### src/rtl/prll_bs_rr_rbtr_6drvrs.sv
`default_nettype none
// ============================================================================
// Module   : prll_bs_rr_rbtr_6drvrs
// Brief    : Round-robin arbiter/sequencer moving one word at a time from a
//            driver FIFO to one (unicast) or all-other (broadcast) drivers.
// Revision : 1.0 - initial release
// ============================================================================
module prll_bs_rr_rbtr_6drvrs #(
   parameter int              BITS      = 32,
   parameter int              DRVRS     = 6,
   parameter int              ID_W      = 8,
   parameter logic [ID_W-1:0] BROADCAST = {ID_W{1'b1}}
) (
   input  logic                  clk,
   input  logic                  reset,
   input  logic [DRVRS-1:0]      pndng,
   input  logic [DRVRS-1:0]      full,
   input  logic [DRVRS*BITS-1:0] D_pop,
   output logic [DRVRS-1:0]      pop,
   output logic [DRVRS-1:0]      push,
   output logic [BITS-1:0]       D_push,
   output logic                  busy,
   output logic [15:0]           drop_cnt
);

   localparam int PTR_W = (DRVRS > 1) ? $clog2(DRVRS) : 1;

   typedef enum logic [1:0] {
      IDLE    = 2'd0,
      GRANT   = 2'd1,
      DELIVER = 2'd2
   } state_t;

   state_t             state, state_nxt;
   logic [PTR_W-1:0]   rr_ptr, rr_ptr_nxt;
   logic [PTR_W-1:0]   src_q, src_nxt;
   logic [BITS-1:0]    data_q, data_nxt;
   logic [DRVRS-1:0]   mask_q, mask_nxt;
   logic [DRVRS-1:0]   pop_nxt, push_nxt;
   logic [BITS-1:0]    d_push_nxt;
   logic               busy_nxt;
   logic [15:0]        drop_nxt;

   logic [PTR_W-1:0]   winner;
   logic               win_vld;
   logic [PTR_W:0]     cand;
   logic [ID_W-1:0]    dst;

   function automatic logic [DRVRS-1:0] onehot(input logic [PTR_W-1:0] idx);
      onehot = DRVRS'(1) << idx;
   endfunction

   // Search starts just after the last winner so it has lowest priority.
   always_comb begin
      winner  = '0;
      win_vld = 1'b0;
      cand    = '0;
      for (int k = 1; k <= DRVRS; k++) begin
         cand = {1'b0, rr_ptr} + (PTR_W+1)'(k);
         if (cand >= (PTR_W+1)'(DRVRS)) begin
            cand = cand - (PTR_W+1)'(DRVRS);
         end
         if (!win_vld && pndng[cand[PTR_W-1:0]]) begin
            winner  = cand[PTR_W-1:0];
            win_vld = 1'b1;
         end
      end
   end

   assign dst = data_q[BITS-1 -: ID_W];

   always_comb begin
      state_nxt  = state;
      rr_ptr_nxt = rr_ptr;
      src_nxt    = src_q;
      data_nxt   = data_q;
      mask_nxt   = mask_q;
      pop_nxt    = '0;
      push_nxt   = '0;
      d_push_nxt = D_push;
      drop_nxt   = drop_cnt;

      case (state)
         IDLE: begin
            if (win_vld) begin
               state_nxt  = GRANT;
               rr_ptr_nxt = winner;
               src_nxt    = winner;
               data_nxt   = D_pop[winner*BITS +: BITS];
               pop_nxt    = onehot(winner);
            end
         end
         GRANT: begin
            if (dst == BROADCAST) begin
               mask_nxt  = ~onehot(src_q);
               state_nxt = DELIVER;
            end else if (dst < ID_W'(DRVRS)) begin
               mask_nxt  = onehot(dst[PTR_W-1:0]);
               state_nxt = DELIVER;
            end else begin
               if (drop_cnt != 16'hFFFF) begin
                  drop_nxt = drop_cnt + 16'd1;
               end
               state_nxt = IDLE;
            end
         end
         DELIVER: begin
            // All-or-nothing: a single full target holds back the whole push.
            if (~|(mask_q & full)) begin
               push_nxt   = mask_q;
               d_push_nxt = data_q;
               state_nxt  = IDLE;
            end
         end
         default: state_nxt = IDLE;
      endcase

      busy_nxt = (state_nxt != IDLE);
   end

   always_ff @(posedge clk or posedge reset) begin
      if (reset) begin
         state    <= IDLE;
         rr_ptr   <= PTR_W'(DRVRS-1);
         src_q    <= '0;
         data_q   <= '0;
         mask_q   <= '0;
         pop      <= '0;
         push     <= '0;
         D_push   <= '0;
         busy     <= 1'b0;
         drop_cnt <= '0;
      end else begin
         state    <= state_nxt;
         rr_ptr   <= rr_ptr_nxt;
         src_q    <= src_nxt;
         data_q   <= data_nxt;
         mask_q   <= mask_nxt;
         pop      <= pop_nxt;
         push     <= push_nxt;
         D_push   <= d_push_nxt;
         busy     <= busy_nxt;
         drop_cnt <= drop_nxt;
      end
   end

endmodule
`default_nettype wire

### config.mk
export PLATFORM = sky130hd
export DESIGN_NAME = prll_bs_rr_rbtr_6drvrs
export DESIGN_NICKNAME = d
export VERILOG_FILES = /design/src/rtl/prll_bs_rr_rbtr_6drvrs.sv
export SDC_FILE = /design/constraint.sdc
export NUM_CORES = 1
export LEC_CHECK = 0
export BUFFER_PORTS_ARGS = -buffer_cell sky130_fd_sc_hd__buf_4
export CORE_MARGIN = 3
export CORE_UTILIZATION = 45
export DETAILED_ROUTE_END_ITERATION = 10
export PLACE_DENSITY_LB_ADDON = 0.15
export SLEW_MARGIN = 5
export SYNTH_ARGS = -nofsm -noshare
export SYNTH_HDL_FRONTEND = slang
export SYNTH_SLANG_ARGS = --single-unit
### constraint.sdc
create_clock -name clk -period 3.8 [get_ports clk]
set_input_delay 0.19 -clock clk [delete_from_list [all_inputs] [get_ports clk]]
set_output_delay 0.19 -clock clk [all_outputs]
set_load 0.02 [all_outputs]
==> run_results.csv <==
group,metric,value,unit
critical_path,cp-end-kind,"flip-flop",
final_layout,layout.nets,1196,
sta,final_max_slew_viol_count,0,
floorplan,fp-row-count,44,
logic_synthesis,async_reset_ff_share,100.0,%
sta,whs,0.04490,ns
floorplan,dieArea,17070,µm²
global_route,grt_pass1_vias,6521,
logic_synthesis,synth-edff-count,0,
logic_synthesis,synth_nets,940,
final_layout,final_common_cell,"buf_4",
logic_synthesis,ys_ff_latch,106,
critical_path,slowest_stage,"dfstp_2",
floorplan,die_w,130.6,µm
final_layout,fill_cells,1273,
place,dpl_cell_area,9358,µm²
global_route,grt_first_pass_wirelength,33670,µm
sta,setup_viol,0,
global_route,grt_use_total,24.96,%
place,dp_hpwl,16660,µm
logic_synthesis,synth_cells,723,
cts,clock_latency,0.35,ns
sta,final_hold_viol_count,0,
cts,cts_buffers,9,
cts,clkSlewWorstSetupHoldPaths,0.07,ns
drt,ant_nets,0,
final_layout,syn2layout_area_growth,39.39,%
drt,drt_wl_total,22160,µm
hold_path,hold_class,"in2async",
place,io_buffer_count,266,
critical_path,critPathArrivalTime,3.88,ns
drt,drtIter0Drc,441,
final_layout,stdcell_count,1168,
logic_synthesis,synth_area,6992,µm²
critical_path,startpoint_type,"flip-flop",
flow_run,drv_cap,0,
logic_synthesis,avgSynthCellArea,9.670,µm²
cts,htreeDepth,3,
drt,vias,6704,
global_route,antenna_found_initial,0,
cts,cts_tree,"yes",
final_layout,drive_gt1_share,44.31,%
sta,worstMarginPinSlew,0.9120,ns
drt,first_pass_iters,5,
critical_path,crit_type,"reg2reg",
place,dp.cells,1151,
cts,cts_root_buffer,"clkbuf_16",
final_layout,n_antenna_cell,0,
sta,max-slew-margin-rel,39.20,%
floorplan,initial_core_util,47.04,%
drt,avgViaCountPerCell,5.740,
final_layout,utilization,65.56,%
sta,fmax,274.7,MHz
global_route,grt_max_degree,72,
floorplan,num_io_pins,267,
cts,cts.sinks,106,
logic_synthesis,synth-main-ff-cell,"dfrtp_1",
critical_path,critPathMaxFanout,26,
drt,wl_per_cell,18.97,µm
sta,layout_min_cycle_time,3.641,ns
final_layout,final_area,9746,µm²
outcome,status,"finished clean",
drt,drc_errors,0,
sta,fin_crit_sh,95.81,%
cts,clockBufferDepth,2,
floorplan,coreArea,14860,µm²
critical_path,cpMostUsedCell,"buf_4",
global_route,grt_overflow_total,0,
final_layout,final_cell_mix,"buf_4, dfrtp_1, a211oi_1",
place,gp_congestion,0.8646,
critical_path,max_stage_delay,0.52,ns
critical_path,required,4.04,ns
sta,skew,0.01072,ns
critical_path,cp_cell_sequence,"buf_4 > ha_2 > inv_1 > o21a_1 > or3b_2 > a32o_1 > nor4_4 > buf_4 > o21ai_4 > buf_12 > mux4_2 > a21o_1",
floorplan,die_h,130.6,µm
logic_synthesis,yosysSeqAreaShare,37.97,%
logic_synthesis,synthDistinctLibCells,66,
logic_synthesis,yosys_warnings,0,
through the flow:
stage,worst slack [ns],setup TNS [ns]
2_1_floorplan,0.005069,0
3_3_place_gp,0.1486,0
3_5_place_dp,0.09923,0
4_1_cts,0.08759,0
5_1_grt,-0.005897,-0.006086
6_report,0.1594,0
worst paths after layout:
check / start / end / slack [ns] / cells after the start
min in group clk: D_pop[180] / data_q[20]$_DFFE_PP0P_ / 0.21 / 4
max: rr_ptr[0]$_DFFE_PP1P_ / data_q[31]$_DFFE_PP0P_ / 0.16 / 12
min: reset / pop[3]$_DFF_PP0_ / 0.04 / 2
min reg2reg: drop_cnt[7]$_DFFE_PP0P_ / drop_cnt[7]$_DFFE_PP0P_ / 0.48 / 1
max reg2reg: rr_ptr[0]$_DFFE_PP1P_ / data_q[31]$_DFFE_PP0P_ / 0.16 / 12
max in group asynchronous: reset / rr_ptr[0]$_DFFE_PP1P_ / 2.89 / 3
flip-flops by register name, indices dropped and copies added (netlist names):
name and count:
data_q 32, drop_cnt 16, rr_ptr 3, push 6, mask_q 6, state 2
src_q 2, busy 1, pop 6, D_push 32
layout make-up:
cell class	count	area [µm²]	share of cell area, %
clock inverters	5	47.55	0.4879
flip-flops and latches	106	2655	27.24
well taps	184	230.2	2.362
clock buffers	11	242.7	2.491
inverters	64	242.7	2.491
repair buffers	306	2405	24.68
multi-input cells	492	3923	40.25
logic make-up after synthesis:
| kind of cell | Yosys count | synth area share [%] |
|---|---|---|
| flops | 106 | 37.97 |
| xor+xnor | 22 | 2.756 |
| compound gates | 217 | 23.00 |
| mux | 91 | 15.12 |
| simple gates | 151 | 11.44 |
| fa+ha+maj | 11 | 1.968 |
| buf+inv | 125 | 7.748 |
synthesized netlist by cell type, types with 13 or more instances:
cell type  count  area [µm²]
a211oi_1      95       713.2
a21oi_1       21       105.1
buf_2         21       105.1
clkbuf_1      29       108.9
dfrtp_1      104        2603
inv_1         63       236.5
mux2_2        77       867.1
nand2_1       23       86.33
nand2b_1      24       150.1
nand3_1       27       135.1
nor2_1        32       120.1
o21ai_0       13       65.06
o311ai_1      23       201.4
worst max-delay path: cells and delay by family, from the launching register on:
kind                     cells  cell delay [ns]
multiplexers                 1             0.45
buffers and inverters        4             0.73
AND/OR/NAND/NOR              2             0.70
AO/OA/AOI/OAI                4             0.83
flip-flops                   1             0.52
adder cells (fa/ha/maj)      1             0.29
layer usage:
metal  vias to the layer above  routed length, µm  GRT usage [%]
met5                         -                  0              0
met4                         0                577          8.590
met3                        36               1699          5.203
met2                       291              11000          42.42
met1                      3170               8875          31.69
li1                       3207                  -              -
what timing repair did:
action / in CTS / in global routing
endpoints found under the setup margin: 0 / 31
hold buffers: 0 / 0
resized for setup: 0 / 17
buffers inserted: 0 / 1
Power is left out: the tool's default activity adds up to more than one toggle a clock period on the data nets, which glitch-free logic cannot reach.
